==> src/rtl/unidade_controle_multiciclo.sv <==
// Multi-cycle control unit sequencing fetch/decode/execute/memory/writeback for the 5-bit-aluOp datapath.
// Optional instruction completion counter (instr_contador) enabled by defining INSTR_COUNTER_EN.
//
// state      | meaning
// -----------+-----------------------------------------------------------
// BUSCA      | fetch: load IR, PC <= PC+1
// DECODIFICA | register read, opcode/funct captured, J/HLT/IN/illegal resolved
// EXECUTA    | ALU operation; JF resolved from flagBranch
// MEMORIA    | data memory read (LW) or write (SW)
// ESCRITA    | register file writeback (ALU or memory data)
// ESPERA_IN  | wait for input device data, write it to the register file
// ESPERA_OUT | present output data until the device accepts it
// PARADO     | halted (HLT or illegal instruction) until reset
module unidade_controle_multiciclo #(
    parameter int MEM_HANDSHAKE = 1,
    parameter int ALUOP_W       = 5
) (
    input  logic               clock,
    input  logic               reset,
    input  logic [5:0]         opcode,
    input  logic [4:0]         funct,
    input  logic               flagBranch,
    input  logic               mem_pronto,
    input  logic               entrada_valida,
    input  logic               saida_aceita,
    output logic [ALUOP_W-1:0] aluOp,
    output logic               selB,
    output logic               escreveIR,
    output logic               escrevePC,
    output logic [1:0]         selPC,
    output logic               escreveReg,
    output logic [1:0]         selDadoReg,
    output logic               leMem,
    output logic               escreveMem,
    output logic               entrada_pronta,
    output logic               saida_valida,
    output logic               parado,
    output logic               ilegal
`ifdef INSTR_COUNTER_EN
    ,
    output logic [31:0]        instr_contador
`endif
);

    typedef enum logic [2:0] {
        BUSCA      = 3'd0,
        DECODIFICA = 3'd1,
        EXECUTA    = 3'd2,
        MEMORIA    = 3'd3,
        ESCRITA    = 3'd4,
        ESPERA_IN  = 3'd5,
        ESPERA_OUT = 3'd6,
        PARADO     = 3'd7
    } estado_t;

    localparam logic [5:0] OP_R    = 6'd0;
    localparam logic [5:0] OP_ADDI = 6'd1;
    localparam logic [5:0] OP_LW   = 6'd2;
    localparam logic [5:0] OP_SW   = 6'd3;
    localparam logic [5:0] OP_LI   = 6'd4;
    localparam logic [5:0] OP_JF   = 6'd5;
    localparam logic [5:0] OP_J    = 6'd6;
    localparam logic [5:0] OP_IN   = 6'd7;
    localparam logic [5:0] OP_OUT  = 6'd8;
    localparam logic [5:0] OP_HLT  = 6'd9;

    localparam logic [4:0] FUNCT_MAX = 5'd20;

    localparam logic [ALUOP_W-1:0] ALU_ADD   = ALUOP_W'(0);
    localparam logic [ALUOP_W-1:0] ALU_PASSB = ALUOP_W'(14);
    localparam logic [ALUOP_W-1:0] ALU_JF    = ALUOP_W'(21);

    estado_t estadoQ, estadoD;
    logic [5:0] opReg;
    logic [4:0] functReg;
    logic       ilegalQ;
    logic       decIlegal;
    logic       memConcluida;
    logic [ALUOP_W-1:0] aluOpInstr;
    logic       selBInstr;

    // Decode uses the live IR fields; later states rely on the captured copy.
    assign decIlegal    = (opcode > OP_HLT) || ((opcode == OP_R) && (funct > FUNCT_MAX));
    assign memConcluida = (MEM_HANDSHAKE == 0) || mem_pronto;

    always_ff @(posedge clock or negedge reset) begin
        if (!reset) begin
            estadoQ  <= BUSCA;
            opReg    <= '0;
            functReg <= '0;
            ilegalQ  <= 1'b0;
        end else begin
            estadoQ <= estadoD;
            if (estadoQ == DECODIFICA) begin
                opReg    <= opcode;
                functReg <= funct;
                if (decIlegal) begin
                    ilegalQ <= 1'b1;
                end
            end
        end
    end

    always_comb begin
        estadoD = estadoQ;
        case (estadoQ)
            BUSCA: estadoD = DECODIFICA;
            DECODIFICA: begin
                if (decIlegal) begin
                    estadoD = PARADO;
                end else begin
                    case (opcode)
                        OP_J:    estadoD = BUSCA;
                        OP_HLT:  estadoD = PARADO;
                        OP_IN:   estadoD = ESPERA_IN;
                        default: estadoD = EXECUTA;
                    endcase
                end
            end
            EXECUTA: begin
                case (opReg)
                    OP_JF:        estadoD = BUSCA;
                    OP_LW, OP_SW: estadoD = MEMORIA;
                    OP_OUT:       estadoD = ESPERA_OUT;
                    default:      estadoD = ESCRITA;
                endcase
            end
            MEMORIA: begin
                if (memConcluida) begin
                    estadoD = (opReg == OP_SW) ? BUSCA : ESCRITA;
                end
            end
            ESCRITA: estadoD = BUSCA;
            ESPERA_IN: begin
                if (entrada_valida) begin
                    estadoD = BUSCA;
                end
            end
            ESPERA_OUT: begin
                if (saida_aceita) begin
                    estadoD = BUSCA;
                end
            end
            PARADO:  estadoD = PARADO;
            default: estadoD = BUSCA;
        endcase
    end

    always_comb begin
        aluOpInstr = ALU_PASSB;
        selBInstr  = 1'b0;
        case (opReg)
            OP_R: begin
                aluOpInstr = ALUOP_W'(functReg);
            end
            OP_ADDI, OP_LW, OP_SW: begin
                aluOpInstr = ALU_ADD;
                selBInstr  = 1'b1;
            end
            OP_LI: begin
                aluOpInstr = ALU_PASSB;
                selBInstr  = 1'b1;
            end
            OP_JF: begin
                aluOpInstr = ALU_JF;
                selBInstr  = 1'b1;
            end
            default: begin
                aluOpInstr = ALU_PASSB;
                selBInstr  = 1'b0;
            end
        endcase
    end

    // While reset is held every output sits at its idle value, even though the state reads BUSCA.
    always_comb begin
        aluOp          = ALU_PASSB;
        selB           = 1'b0;
        escreveIR      = 1'b0;
        escrevePC      = 1'b0;
        selPC          = 2'd0;
        escreveReg     = 1'b0;
        selDadoReg     = 2'd0;
        leMem          = 1'b0;
        escreveMem     = 1'b0;
        entrada_pronta = 1'b0;
        saida_valida   = 1'b0;
        parado         = 1'b0;
        if (reset) begin
            case (estadoQ)
                BUSCA: begin
                    escreveIR = 1'b1;
                    escrevePC = 1'b1;
                    selPC     = 2'd0;
                end
                DECODIFICA: begin
                    if (opcode == OP_J) begin
                        escrevePC = 1'b1;
                        selPC     = 2'd1;
                    end
                end
                EXECUTA: begin
                    aluOp = aluOpInstr;
                    selB  = selBInstr;
                    if ((opReg == OP_JF) && flagBranch) begin
                        escrevePC = 1'b1;
                        selPC     = 2'd2;
                    end
                end
                MEMORIA: begin
                    aluOp      = ALU_ADD;
                    selB       = 1'b1;
                    leMem      = (opReg == OP_LW);
                    escreveMem = (opReg == OP_SW);
                end
                ESCRITA: begin
                    aluOp      = aluOpInstr;
                    selB       = selBInstr;
                    escreveReg = 1'b1;
                    selDadoReg = (opReg == OP_LW) ? 2'd1 : 2'd0;
                end
                ESPERA_IN: begin
                    if (entrada_valida) begin
                        escreveReg     = 1'b1;
                        selDadoReg     = 2'd2;
                        entrada_pronta = 1'b1;
                    end
                end
                ESPERA_OUT: begin
                    aluOp        = ALU_PASSB;
                    saida_valida = 1'b1;
                end
                PARADO: begin
                    parado = 1'b1;
                end
                default: begin
                    parado = 1'b0;
                end
            endcase
        end
    end

    assign ilegal = ilegalQ;

`ifdef INSTR_COUNTER_EN
    logic [31:0] contadorQ;

    // PARADO never returns to BUSCA, so the count freezes there naturally.
    always_ff @(posedge clock or negedge reset) begin
        if (!reset) begin
            contadorQ <= '0;
        end else if ((estadoQ != BUSCA) && (estadoQ != PARADO) && (estadoD == BUSCA)) begin
            contadorQ <= contadorQ + 32'd1;
        end
    end

    assign instr_contador = contadorQ;
`endif

endmodule

==> config.mk <==
export PLATFORM = sky130hd
export DESIGN_NAME = unidade_controle_multiciclo
export DESIGN_NICKNAME = d
export VERILOG_FILES = /design/src/rtl/unidade_controle_multiciclo.sv
export SDC_FILE = /design/constraint.sdc
export NUM_CORES = 1
export LEC_CHECK = 0
export ABC_AREA = 0
export CORE_MARGIN = 2
export CORE_UTILIZATION = 55
export DETAILED_ROUTE_END_ITERATION = 16
export DONT_BUFFER_PORTS = 1
export PLACE_DENSITY = 0.84
export SLEW_MARGIN = 20
export SYNTH_ARGS = -nofsm -noshare
export SYNTH_HDL_FRONTEND = slang
export SYNTH_SLANG_ARGS = --single-unit
==> constraint.sdc <==
create_clock -name clock -period 1.3 [get_ports clock]
set_input_delay 0.13 -clock clock [delete_from_list [all_inputs] [get_ports clock]]
set_output_delay 0.13 -clock clock [all_outputs]
set_load 0.1 [all_outputs]
==> results of run 1 <==
-- per-stage QoR --
stage          hold WS (ns)  cell area (µm²)  std cells
3_3_place_gp         -0.165             2020        213
2_1_floorplan        -0.166             1420        139
-- synth_stat cells (all sizes together) --
| cell type | number | area share [%] |
|---|---|---|
| a211oi | 3 | 2.0 |
| a21boi | 1 | 0.67 |
| a21oi | 10 | 4.5 |
| a22oi | 1 | 0.67 |
| a31oi | 4 | 2.2 |
| a32o | 1 | 0.89 |
| a41oi | 1 | 0.78 |
| and2 | 1 | 0.56 |
| and3 | 4 | 2.2 |
| buf | 7 | 4.5 |
| clkbuf | 2 | 0.67 |
| dfrtp | 15 | 33 |
| inv | 7 | 2.3 |
| mux2 | 9 | 9.0 |
| nand2 | 13 | 4.4 |
| nand2b | 4 | 3.6 |
| nand3 | 3 | 1.3 |
| nand4 | 1 | 0.56 |
| nor2 | 18 | 6.3 |
| nor2b | 2 | 1.1 |
| nor3 | 10 | 5.4 |
| nor4 | 2 | 1.1 |
| o2111ai | 1 | 0.78 |
| o21a | 2 | 1.3 |
| o21ai | 12 | 5.4 |
| o22ai | 1 | 0.56 |
| o32ai | 1 | 1.5 |
| or2 | 1 | 0.56 |
| or4 | 1 | 1.0 |
| xor2 | 1 | 0.78 |
-- kinds of logic after synthesis --
family	count (synthesis)	synth area share [%]
simple gates	60	28.0
mux	9	9.04
compound gates	38	21.2
buf+inv	16	7.48
flops	15	33.5
xor+xnor	1	0.781
==> results by group, run 1 <==
Floorplanning
  • Die Wd: 49.1 µm
  • Chip height: 49.1 µm
  • Initial Util: 57.7%
  • Cell Rows: 16
  • Top-Level Pins: 36

Synth
  • Mapped cell area: 0.00112 mm²
  • Yosys Warn Count: 0
  • Seq/Total Area, Yosys: 33.5%
  • Distinct cells, synth: 36
  • Syn Area/Cell: 8.07 µm²
  • Synthesized Nets: 156
  • Synth Instances: 139
  • FF+latch count, synth: 15

Run status
  • Tool Error: [ERROR DPL-0038] Utilization greater than 100%, impossible to legalize
  • Stage reached: detailed placement
  • Status: aborted with a tool error

Placed design
  • Port bufs: 0
  • Gpl congestion: 0.845
==> inputs of run 2 (changes only) <==
Settings changed: CORE_AREA from default to 2 2 63 65, CORE_MARGIN 2 to default, CORE_UTILIZATION 55 to default, DIE_AREA from default to 0 0 65 67, PLACE_DENSITY 0.84 to default, PLACE_DENSITY_LB_ADDON from default to 0.15.
Clock period 1.3 ns to 1.7 ns, I/O delays scaled along.
==> results by group, run 2 <==
STA
  • Fmax: 523 MHz
  • Hold WS: 0.0284 ns
  • Unrepaired setup endpoints after global routing: yes
  • Part of the cycle the worst path needs: 112%
  • Final setup viols: 12
  • Setup ws final: -0.210 ns
  • Worst slew margin: 51.7%
  • Setup Skew: 0.00317 ns
  • Worst slew pin tran: 0.723 ns
  • Tmin final: 1.91 ns
  • Final Max Tran Viols: 0
  • Final Hold Viols: 0
  • Setup TNS: -1.77 ns

Setup path
  • Worst R2R End: estadoQ[0]
  • Worst r2r src: opReg[5]
  • Worst Path Required: 1.53 ns
  • Crit path DAT: 1.74 ns
  • End of the critical path: aluOp[0]
  • Crit path from: opReg[5]
  • Startpoint types: flip-flop
  • Critical path peak fanout: 4
  • R2r worst-path depth: 8
  • R2R setup slack: 0.03 ns
  • Critical path class: reg2out
  • Worst setup EP type: output port

Floorplanning
  • Initial Util: 31.1%
  • Cell Rows: 22
  • Chip height: 67 µm
  • Die Area: 0.00436 mm²
  • Die Wd: 65 µm
  • Core Area: 0.00361 mm²
  • Top-Level Pins: 36

Finish
  • Multi-input logic area: 933 µm²
  • Final Cell Area: 0.00206 mm²
  • Nets@finish: 201
  • Fillers: 295
  • Biggest regs: opReg (6), functReg (5), estadoQ (3)
  • Most frequent cells in the layout: buf_4 (27), buf_12 (19), nor2_1 (13)
  • Layout cell share with drive strength beyond 1: 57.4%
  • Commonest non-fill, non-tap cell in the layout: buf_4
  • Ant diodes: 0
  • Biggest register: opReg
  • Max reg flops: 6
  • Area grow syn2layout: 84.0%
  • FF+latch area: 379 µm²

Pwr
  • P_leak: 0.820 nW
  • Clk pwr share: 8.5%
  • Switch share: 49.5%
  • Gate power share: 71.9%
  • Pwr/cell area: 1790 mW/mm²
  • Maximum VDD drop: 0.786 mV
  • Seq pwr share: 19.6%
  • Psw: 1.83 mW
  • Tot Pwr: 3.69 mW
  • Internal Pwr Total: 1.86 mW

Routing
  • Vias/cell: 5.11
  • DR iter-0 viols: 41
  • Via count: 1180
  • Drt total wl: 3600 µm
  • Pre-antenna DRT Iters: 4
  • DRT antenna net count: 0
  • Drt wl/cell: 15.6 µm
  • DRC viols: 0

Run status
  • Failing checks: negative setup slack
  • Status: finished, violations left

Synth
  • Most frequent cells after synthesis: nor2_1 (17), dfrtp_1 (15), nand2_1 (13), o21ai_0 (11), a21oi_1 (10)
  • Largest cells by area after synthesis: dfrtp_1 (33%), mux2_2 (9.0%), nor2_1 (5.7%)
  • Number of synthesized flops with an enable pin: 0
  • Cell with the most instances after synthesis: nor2_1
  • Mapped cell area: 0.00112 mm²
  • Yosys Warn Count: 0
  • Synth Instances: 139
  • FF+latch count, synth: 15
  • Seq/Total Area, Yosys: 33.5%
  • Distinct cells, synth: 36
  • Synthesized Nets: 156
  • Synth top area share: 33.5%
  • Synth async-reset ratio: 100%
  • Synth area leader: dfrtp_1
  • Syn Area/Cell: 8.07 µm²
  • Most common flop cell mapped by yosys: dfrtp_1

Global route
  • All-Layer GR Usage: 17.5%
  • First-pass GRT wire length: 5640 µm
  • Gr ovfl total: 0
  • Initial antenna violation count: 0
  • Largest net degree at the start of global routing: 16
  • Number of global-route vias before repair: 1194

Clocking
  • Clock Tree Buf Depth: 2
  • Worst-path clk slew: 0.07 ns
  • Root Buffer: clkbuf_8
  • TritonCTS clock tree: yes
  • Htree depth: 1
  • Clock sinks: 15
  • Worst-Skew Late Latency: 0.26 ns
  • CTS Buf Count: 3

Placed design
  • DP HPWL: 2620 µm
  • Port bufs: 0
  • DP Worst Slack: 0.0459 ns
  • Gpl congestion: 0.802
  • Placement Cell Area: 0.00181 mm²

Run
  • Max Cap Viol: 0

Hold path
  • Hold Crit Class: in2reg
==> run 2: cell counts after synthesis <==
No cell type changed its count.
==> run 2: worst min-delay path by stage <==
stage / start / endpoint / cells past startpoint
after floorplan: reset / estadoQ[0] / 0
after global placement: reset / ilegal / 0
after detailed placement: reset / ilegal / 0
after CTS: opcode[1] / opReg[1] / 2
after global routing: opcode[1] / opReg[1] / 2
final: opcode[2] / opReg[2] / 2
==> run 2: final cells by class <==
type                    count  share of cell area [%]
multi-input cells         108                    45.2
repair buffers             49                    29.8
flip-flops and latches     15                    18.4
inverters                   7                    1.27
clock buffers               3                    2.00
clock inverters             1                   0.364
well taps                  48                    2.91
==> run 2: power by group through the flow <==
stage	clock network, mW	logic, mW	registers [mW]
after floorplan	0	1.65	0.672
after global placement	0	2.23	0.719
after detailed placement	0	2.24	0.729
after CTS	0.321	2.56	0.722
after global routing	0.336	2.82	0.741
final	0.313	2.66	0.724
==> run 2: critical path, stage by stage (launching register included) <==
cell and delay (ns):
dfrtp_1 0.43, nor3_4 0.29, buf_6 0.14, nand4_1 0.22, a21oi_4 0.22, buf_12 0.19
==> run 2: repair_timing <==
action,4_1_cts,5_1_grt
resized for setup,13,8
setup buffers,10,5
endpoints found under the setup margin,13,15
pin swaps,9,8
hold buffers,1,0
endpoints found under the hold margin,15,0
==> run 2: through the flow <==
step	util, %	cells
3_5_place_dp	50.2	214
4_1_cts	55.9	229
6_report	57.2	231
2_1_floorplan	-	139
5_1_grt	57.2	231
3_3_place_gp	50.2	214
==> run 2: cells by family after synthesis <==
group	after synthesis	synth area share [%]
AO/OA/AOI/OAI	38	21.2
XOR/XNOR	1	0.781
buffers and inverters	16	7.48
flip-flops	15	33.5
multiplexers	9	9.04
AND/OR/NAND/NOR	60	28.0
==> run 2: layer usage <==
| metal | track usage, % | part of all wire, % | vias to the layer above |
|---|---|---|---|
| li1 | - | - | 580 |
| met1 | 20.6 | 42 | 564 |
| met2 | 30.4 | 51 | 31 |
| met3 | 4.05 | 5.4 | 5 |
| met4 | 7.18 | 1.5 | 0 |
| met5 | 0 | 0 | - |
Power figures use the tool's default switching activity.
